[src/rtl/mem_stage.sv]
// =============================================================================
// Module   : mem_stage
// Purpose  : MIPS memory-access stage with a request/ack data-memory port,
//            write-back select, MEM/WB register and EX/MEM forwarding outputs.
// Revision : 1.0
// =============================================================================
`default_nettype none

module mem_stage #(
  parameter int TIMEOUT = 255
) (
  input  logic         clk,
  input  logic         reset,
  input  logic [138:0] EX_MEM,
  output logic         dmem_req,
  output logic         dmem_we,
  output logic [31:0]  dmem_addr,
  output logic [31:0]  dmem_wdata,
  input  logic [31:0]  dmem_rdata,
  input  logic         dmem_ack,
  output logic         mem_stall,
  output logic [4:0]   EX_MEM_Rd,
  output logic         EX_MEM_RegWrite,
  output logic [31:0]  EX_MEM_RdData,
  output logic [4:0]   MEM_WB_Rd,
  output logic         MEM_WB_RegWrite,
  output logic [31:0]  MEM_WB_RdData,
  output logic         align_err,
  output logic         bus_err,
  output logic [31:0]  stall_cycles
);

  localparam logic [15:0] c_timeout = 16'(TIMEOUT);

  typedef enum logic [0:0] {
    ST_IDLE = 1'b0,
    ST_WAIT = 1'b1
  } state_t;

  state_t      r_state, w_state_nxt;
  logic [15:0] r_cnt, w_cnt_nxt;

  logic [31:0] w_sdata, w_alu, w_pc4, w_ludata;
  logic [4:0]  w_rd;
  logic        w_mem_read, w_mem_write, w_reg_write, w_luop;
  logic [1:0]  w_mem_to_reg;
  logic        w_access, w_is_load, w_aligned, w_acc_ok, w_misaligned;
  logic        w_ack, w_abort, w_stall, w_wb_rw;
  logic [31:0] w_wb_data, w_fwd_data;

  assign w_sdata      = EX_MEM[31:0];
  assign w_alu        = EX_MEM[63:32];
  assign w_rd         = EX_MEM[68:64];
  assign w_mem_read   = EX_MEM[69];
  assign w_mem_write  = EX_MEM[70];
  assign w_reg_write  = EX_MEM[71];
  assign w_mem_to_reg = EX_MEM[73:72];
  assign w_pc4        = EX_MEM[105:74];
  assign w_ludata     = EX_MEM[137:106];
  assign w_luop       = EX_MEM[138];

  // MemWrite takes precedence when both access bits are set.
  assign w_access     = w_mem_read | w_mem_write;
  assign w_is_load    = w_mem_read & ~w_mem_write;
  assign w_aligned    = (w_alu[1:0] == 2'b00);
  assign w_acc_ok     = w_access & w_aligned;
  assign w_misaligned = w_access & ~w_aligned;
  assign w_ack        = dmem_ack & w_acc_ok;

  function automatic logic [31:0] wb_select(
    input logic        luop,
    input logic [31:0] ludata,
    input logic [1:0]  m2r,
    input logic [31:0] alu,
    input logic [31:0] ld,
    input logic [31:0] pc4
  );
    logic [31:0] v;
    if (luop) begin
      v = ludata;
    end else begin
      case (m2r)
        2'b00:   v = alu;
        2'b01:   v = ld;
        2'b10:   v = pc4;
        default: v = 32'd0;
      endcase
    end
    return v;
  endfunction

  always_comb begin
    w_state_nxt = r_state;
    w_cnt_nxt   = r_cnt;
    w_abort     = 1'b0;
    case (r_state)
      ST_IDLE: begin
        if (w_acc_ok && !w_ack) begin
          w_state_nxt = ST_WAIT;
          w_cnt_nxt   = 16'd1;
        end
      end
      ST_WAIT: begin
        if (w_ack || !w_acc_ok) begin
          w_state_nxt = ST_IDLE;
          w_cnt_nxt   = 16'd0;
        end else if (r_cnt == c_timeout) begin
          // Ack on the timeout cycle is handled above, so ack wins.
          w_abort     = 1'b1;
          w_state_nxt = ST_IDLE;
          w_cnt_nxt   = 16'd0;
        end else begin
          w_cnt_nxt   = r_cnt + 16'd1;
        end
      end
      default: begin
        w_state_nxt = ST_IDLE;
        w_cnt_nxt   = 16'd0;
      end
    endcase
  end

  assign w_stall    = w_acc_ok & ~w_ack & ~w_abort;
  assign w_wb_rw    = w_reg_write & ~w_abort & ~(w_misaligned & w_is_load);
  assign w_wb_data  = wb_select(w_luop, w_ludata, w_mem_to_reg, w_alu, dmem_rdata, w_pc4);
  assign w_fwd_data = wb_select(w_luop, w_ludata, w_mem_to_reg, w_alu, w_alu, w_pc4);

  assign dmem_req        = w_acc_ok;
  assign dmem_we         = w_mem_write;
  assign dmem_addr       = w_alu;
  assign dmem_wdata      = w_sdata;
  assign mem_stall       = w_stall;
  assign EX_MEM_Rd       = w_rd;
  assign EX_MEM_RegWrite = w_reg_write & ~w_mem_read;
  assign EX_MEM_RdData   = w_fwd_data;

  always_ff @(posedge clk) begin
    if (reset) begin
      r_state         <= ST_IDLE;
      r_cnt           <= 16'd0;
      MEM_WB_Rd       <= 5'd0;
      MEM_WB_RegWrite <= 1'b0;
      MEM_WB_RdData   <= 32'd0;
      align_err       <= 1'b0;
      bus_err         <= 1'b0;
      stall_cycles    <= 32'd0;
    end else begin
      r_state <= w_state_nxt;
      r_cnt   <= w_cnt_nxt;
      if (w_stall) begin
        MEM_WB_Rd       <= 5'd0;
        MEM_WB_RegWrite <= 1'b0;
        MEM_WB_RdData   <= 32'd0;
        stall_cycles    <= stall_cycles + 32'd1;
      end else begin
        MEM_WB_Rd       <= w_rd;
        MEM_WB_RegWrite <= w_wb_rw;
        MEM_WB_RdData   <= w_wb_data;
      end
      if (w_misaligned) align_err <= 1'b1;
      if (w_abort)      bus_err   <= 1'b1;
    end
  end

endmodule

`default_nettype wire

[config.mk]
export PLATFORM = sky130hd
export DESIGN_NAME = mem_stage
export DESIGN_NICKNAME = d
export VERILOG_FILES = /design/src/rtl/mem_stage.sv
export SDC_FILE = /design/constraint.sdc
export NUM_CORES = 1
export LEC_CHECK = 0
export ABC_AREA = 1
export CAP_MARGIN = 20
export CORE_AREA = 2 2 135 137
export DETAILED_ROUTE_END_ITERATION = 12
export DIE_AREA = 0 0 137 139
export DONT_BUFFER_PORTS = 1
export GPL_TIMING_DRIVEN = 0
export PLACE_DENSITY = 0.45
export SYNTH_ARGS = -nofsm -noshare
export SYNTH_HDL_FRONTEND = slang
export SYNTH_SLANG_ARGS = --single-unit
[constraint.sdc]
create_clock -name clk -period 2.35 [get_ports clk]
set_input_delay 0.47 -clock clk [delete_from_list [all_inputs] [get_ports clk]]
set_output_delay 0.47 -clock clk [all_outputs]
set_load 0.01 [all_outputs]
==> results_dict.tcl <==
set metrics [dict create \
    synth_xor_area_share_pct 2.81 \
    ant_nets 0 \
    setup-tns-final_ps 0 \
    fill_cells 2061 \
    cts_tree "built" \
    worstPathRequired_ps 1880 \
    syn_area_um2 5930 \
    maxCapViolCount 0 \
    fin_crit_ps 2210 \
    synth_compound_area_share_pct 10.8 \
    synth_top_family_by_area "simple AND/OR/NAND/NOR gates" \
    synth.distinct_cells 27 \
    hold_viol 0 \
    grtUsageMet3_pct 7.13 \
    worstPathCellList "ha_2 -> nand2_2 -> inv_2 -> nand2_2 -> nor2_4 -> nand2_1 -> nand2_2 -> nand2_1 -> buf_6 -> buf_6" \
    cts-root-buf "clkbuf_16" \
    synth.area.mux_share_pct 0 \
    reg2reg_from "stall_cycles[1]" \
    grt_pass1_vias 5419 \
    fin_crit_sh_pct 93.9 \
    postSynthAreaPerCell_um2 5.92 \
    cpPeakStageDelay_ps 330 \
    drt_wl_total_mm 22.1 \
    r2r_cells 8 \
    critPathCaptureType "output pin" \
    cp_top_family "simple AND/OR/NAND/NOR gates" \
    dr.first_iter.drc_count 292 \
    vias 5896 \
    busiest_layer "met2" \
    antenna_found_initial 0 \
    fmax_mhz 453 \
    clockBufferDepth 2 \
    worst_setup_path_start_kind "flop" \
    yosysWarningCount 0 \
    finish.utilization_pct 37.0 \
    cp_num_buf_inv 3 \
    synth_simple_gate_area_share_pct 38.3 \
    synth_area_leaders "dfxtp_1 30%, nand2_1 28%, buf_4 8.9%" \
    cts_buffers 9 \
    worstMarginPinSlew_ps 616 \
    synth_fa_ha_area_share_pct 0.422 \
    cp_max_fo 10 \
    drt-vias-per-instance 4.71 \
    numPortBuffers 0 \
    rsz0062_at_grt "false" \
    ios 351 \
    h-tree-depth 3 \
    die_height_um 139 \
    drc 0 \
    cp_slowest_cell "dfxtp_2" \
    grt_pass1_wl_mm 32.3 \
    synthTopCellsByCount "449 x nand2_1, 89 x dfxtp_1, 82 x inv_1, 77 x nor2_1, 70 x buf_4" \
    ys.flop_type "dfxtp_1" \
    yosysTopAreaCellShare_pct 30.0 \
    finalNonFillerCells 1251 \
    syn_nets 1177 \
    crit_path_start "r_cnt[1]" \
    yosysSeqAreaShare_pct 30.0 \
    reg2reg_to "stall_cycles[22]" \
    finClkSkew_ps 9.48 \
    place.gp.congestion 0.863 \
    area_growth_pct 10.2 \
    finalSetupViolCount 0 \
    fin_nets 1193 \
    die-area_um2 19000 \
    async_flop_share_pct 0 \
    crit_cells 10 \
    drive_gt1_share_pct 13.0 \
    synth_enable_flop_cells 0 \
    power_density_nw_per_um2 541 \
    ys_ff_latch 89 \
    drv_slew 0 \
    maxSlewHeadroom_pct 58.9 \
    crit_arrival_ps 1740 \
    synthCells 1001 \
    grt_max_degree 16 \
    irDropWorstVdd_mv 0.356 \
    ff2ff_setup_slack_ps 370 \
    cts.sinks 89 \
    status "complete, no violations" \
    hpwl_mm 18.0 \
    seq_area_um2 1780 \
    path_class "flop to output pin" \
    gr-usage-met2_pct 37.9 \
    grtUsageTotal_pct 22.4 \
    clk_latency_ps 350 \
    use_met1_pct 27.6 \
    wire_per_inst_um 17.7 \
    yosys.area.top_type "dfxtp_1" \
    hp-class "input pin to flop" \
    grt-ovfl-total 0 \
    crit_top_cell "nand2_2" \
    num_rows 49 \
    start_util_pct 33.6 \
    yosysMostFrequentCell "nand2_1" \
    clkSlewWorstSetupHoldPaths_ps 70 \
    core-area_um2 17700 \
    crit_end "mem_stall" \
    dr.pass1.iters 5 \
    antenna_cells 0 \
    placed_cells 1230 \
    p_leak_nw 2.89 \
    die-width_um 137 \
    multi_input_area_um2 3110 \
]
## per-layer routing
metal | wire [um] | share of wire [%]
met2 | 11000 | 50
met4 | 262 | 1.2
met1 | 9160 | 41
met5 | 0 | 0
met3 | 1660 | 7.5
## cells by family (layout without fill, tap and decap cells)
logic type	Yosys count	count (layout)
AO/OA/AOI/OAI	119	119
XOR/XNOR	19	19
adder cells (fa/ha/maj)	2	2
buffers and inverters	195	216
flip-flops	89	89
AND/OR/NAND/NOR	577	577
## stage by stage
step	cell area [um^2]	power [mW]	setup WS, ps	hold WS, ps
after detailed placement	6220	2.17	160	458
after floorplan	5930	2.04	493	440
after CTS	6490	3.58	0.0158	210
after global placement	6220	2.18	153	458
final	6540	3.54	143	221
after global routing	6540	3.71	15.5	220
## worst min-delay path by stage
stage	from	end	slack [ps]	cells past startpoint
6_report	EX_MEM[66]	MEM_WB_Rd[2]	220	2
5_1_grt	EX_MEM[68]	MEM_WB_Rd[4]	220	2
4_1_cts	EX_MEM[66]	MEM_WB_Rd[2]	210	2
3_5_place_dp	r_cnt[15]	r_cnt[15]	460	2
3_3_place_gp	r_cnt[15]	r_cnt[15]	460	2
2_1_floorplan	r_cnt[15]	r_cnt[15]	440	2
## layout by cell type, fill, tap and decap left out, drive strengths merged, types with 2 or more instances in the layout
master / n
xnor2: 6
dfxtp: 89
inv: 86
o21ai: 43
nor2: 81
xor2: 13
ha: 2
a21oi: 74
clkinv: 3
buf: 96
clkbuf: 28
nand4: 6
clkinvlp: 3
nand2: 453
nor3: 5
nand3: 31
## flip-flops by register name, summed over array words and instances, names as in the netlist
name             cells
align_err            1
stall_cycles        32
MEM_WB_RdData       32
r_cnt               16
bus_err              1
MEM_WB_RegWrite      1
r_state              1
MEM_WB_Rd            5
## power breakdown
group | switching [mW] | internal (mW)
Sequential | 0.0476 | 1.55
Clock | 0.679 | 0.721
Combinational | 0.355 | 0.183
## what timing repair did
| item | in CTS | in global routing |
|---|---|---|
| gates resized for setup | 0 | 4 |
| hold buffers | 0 | 0 |
| pin swaps | 1 | 2 |
| setup endpoints to repair | 1 | 1 |
| setup buffers | 0 | 5 |
## cell type report
type	instances	share of cell area, %
buffer	109	11.0
clock buffer	10	3.50
clock inverter	6	0.689
inverter	86	4.94
multi-input combinational	717	47.6
sequential	89	27.3
tap	229	4.38
timing repair buffer	5	0.574
No activity file was read; power rests on OpenSTA's default activity.
==> RTL change, RTL diff (same flow settings) <==
Register the output `align_err` once more, cleared by the reset; this adds one clock of latency there. The other outputs are not delayed to match.
--- a/src/rtl/mem_stage.sv
+++ b/src/rtl/mem_stage.sv
@@ -37,4 +37,6 @@
     ST_WAIT = 1'b1
   } state_t;
+
+  logic align_err_s0;
 
   state_t      r_state, w_state_nxt;
@@ -142,5 +144,5 @@
       MEM_WB_RegWrite <= 1'b0;
       MEM_WB_RdData   <= 32'd0;
-      align_err       <= 1'b0;
+      align_err_s0    <= 1'b0;
       bus_err         <= 1'b0;
       stall_cycles    <= 32'd0;
@@ -158,6 +160,14 @@
         MEM_WB_RdData   <= w_wb_data;
       end
-      if (w_misaligned) align_err <= 1'b1;
+      if (w_misaligned) align_err_s0 <= 1'b1;
       if (w_abort)      bus_err   <= 1'b1;
+    end
+  end
+
+  always_ff @(posedge clk) begin
+    if (reset) begin
+      align_err <= '0;
+    end else begin
+      align_err <= align_err_s0;
     end
   end
Check against the original RTL: not equivalent (Yosys sat finds a counterexample within 4 cycles, from zero or initial values and one cycle with reset high).
==> RTL change against the unedited design <==
Largest cell class unchanged. Die area unchanged. First-iteration DRC count grew 15%. Critical endpoint unchanged. Area after synthesis rose by 1.0%. Largest power group unchanged. Design area rose by 1.1%. Sequential cell count is 1 higher. Critical path type unchanged. Worst setup slack got worse by 0.015 ns. Critical path depth stayed put. Clock power up 7%. Total power grew 3.1%. Wire length is 1.8% lower. Maximum frequency down 0.68%.
==> RTL change: results <==
export IMPL_top_layer="met4"
export IMPL_irDropWorstVdd_mv=0.296
export IMPL_synthDistinctLibCells=30
export IMPL_routedWlPerCell_um=17.3
export IMPL_post_dp_hpwl_um=17400
export IMPL_hold_ws_ns=0.222
export IMPL_seq_area_frac_synth_pct=30.1
export IMPL_place_congestion=0.856
export IMPL_diodes=0
export IMPL_drt_pass1_iter_count=5
export IMPL_drive_gt1_share_pct=12.7
export IMPL_grt_pass1_wl_um=32200
export IMPL_dp_slack_ns=0.184
export IMPL_clk_path_buf_depth=2
export IMPL_critPathMaxFanout=10
export IMPL_grt_max_degree=16
export IMPL_p_leak_nw=2.91
export IMPL_synth_async_reset_ratio_pct=0
export IMPL_run_status="complete, no violations"
export IMPL_synth_common_cells="nand2_1, dfxtp_1, inv_1, nor2_1, buf_4"
export IMPL_io_buffers=0
export IMPL_finClkSkew_ns=0.0112
export IMPL_routed_wl_met3_um=1450
export IMPL_reg_largest_list="MEM_WB_RdData x32, stall_cycles x32, r_cnt x16"
export IMPL_cts_buffers=9
export IMPL_antenna_found_initial=0
export IMPL_met2RoutedLength_um=10300
export IMPL_clk_pin_slew_ns=0.07
export IMPL_ys_warn_count=0
export IMPL_track_usage_pct=22.1
export IMPL_switching_share_pct=29.4
export IMPL_reg2reg_slack_ns=0.40
export IMPL_drt_iter0_markers=337
export IMPL_h_tree_depth=3
export IMPL_setup_slack_ns=0.128
export IMPL_critical_path_arrival_ns=1.75
export IMPL_hold_path_class="primary input to flip-flop"
export IMPL_final_cells=1257
export IMPL_root_buffer="clkbuf_16"
export IMPL_slew_headroom_pct=48.8
export IMPL_grt_pass1_vias=5531
export IMPL_insertion_delay_ns=0.35
export IMPL_synth_most_common_cell="nand2_1"
export IMPL_placed_cells=1238
export IMPL_yosys_top_cells_area="dfxtp_1, nand2_1, buf_4, inv_1, a21oi_1"
export IMPL_m1WireLength_um=9570
export IMPL_syn_avg_cell_area_um2=5.94
export IMPL_routed_via_density=4.72
RTL change: metrics by stage:
| stage | total power (W) | utilization, % | instance area, um2 |
|---|---|---|---|
| floorplan | 0.00206 | - | 5990 |
| global placement | 0.00220 | 35.6 | 6280 |
| detailed placement | 0.00219 | 35.6 | 6280 |
| CTS | 0.00370 | 37.3 | 6580 |
| global route | 0.00381 | 37.4 | 6600 |
| finish | 0.00365 | 37.4 | 6600 |
RTL change: power by group through the flow:
stage	clock network (W)	registers (W)	logic, W
final	0.00150	0.00162	0.000533
after detailed placement	0	0.00165	0.000536
after global placement	0	0.00166	0.000539
after global routing	0.00160	0.00162	0.000592
after CTS	0.00154	0.00162	0.000537
after floorplan	0	0.00164	0.000421
RTL change: routing by layer:
layer	track usage (%)	up-vias
met2	35.6	204
li1	-	3055
met5	0	-
met4	6.46	0
met3	5.30	17
met1	29.3	2656
RTL change: final timing paths:
path                                     start                            end  cells after the start
setup reg to reg  stall_cycles[1]$_SDFFE_PP0P_  stall_cycles[22]$_SDFFE_PP0P_                      8
hold / removal                      EX_MEM[65]        MEM_WB_Rd[1]$_SDFF_PP0_                      2
setup / recovery         r_cnt[0]$_SDFFE_PP0P_                      mem_stall                     10
hold reg to reg      align_err_s0$_SDFFE_PP0P_           align_err$_SDFF_PP0_                      2
RTL change: logic make-up after synthesis:
| family | count (synthesis) | share of synthesized area [%] |
|---|---|---|
| buffers and inverters | 201 | 17.9 |
| and+or+nand+nor | 577 | 38.2 |
| DFF | 90 | 30.1 |
| AOI/OAI and AO/OA | 123 | 11.0 |
| adders and majority gates | 2 | 0.418 |
| xor gates and xnor gates | 16 | 2.34 |
RTL change: area by class of cell:
cell class	count	area, um2
Clock buffer	9	225
Tap cell	229	287
Multi-Input combinational cell	718	3120
Fill cell	2015	11100
Clock inverter	7	70.1
Buffer	109	728
Timing Repair Buffer	3	22.5
Inverter	92	345
Sequential cell	90	1810
RTL change: timing repair:
action	in CTS	in global routing
buffers inserted	1	2
pin swaps	1	1
setup endpoints to repair	1	1
resized for setup	1	2
RTL change: worst max-delay path: stages, from the launching register on:
cell and delay [ns]:
dfxtp_4 0.37, ha_1 0.16, nand2_1 0.08, inv_2 0.08
nand2_2 0.07, nor2_4 0.13, nand2_2 0.09, nand2_4 0.09
nand2_2 0.06, buf_6 0.14, buf_6 0.15
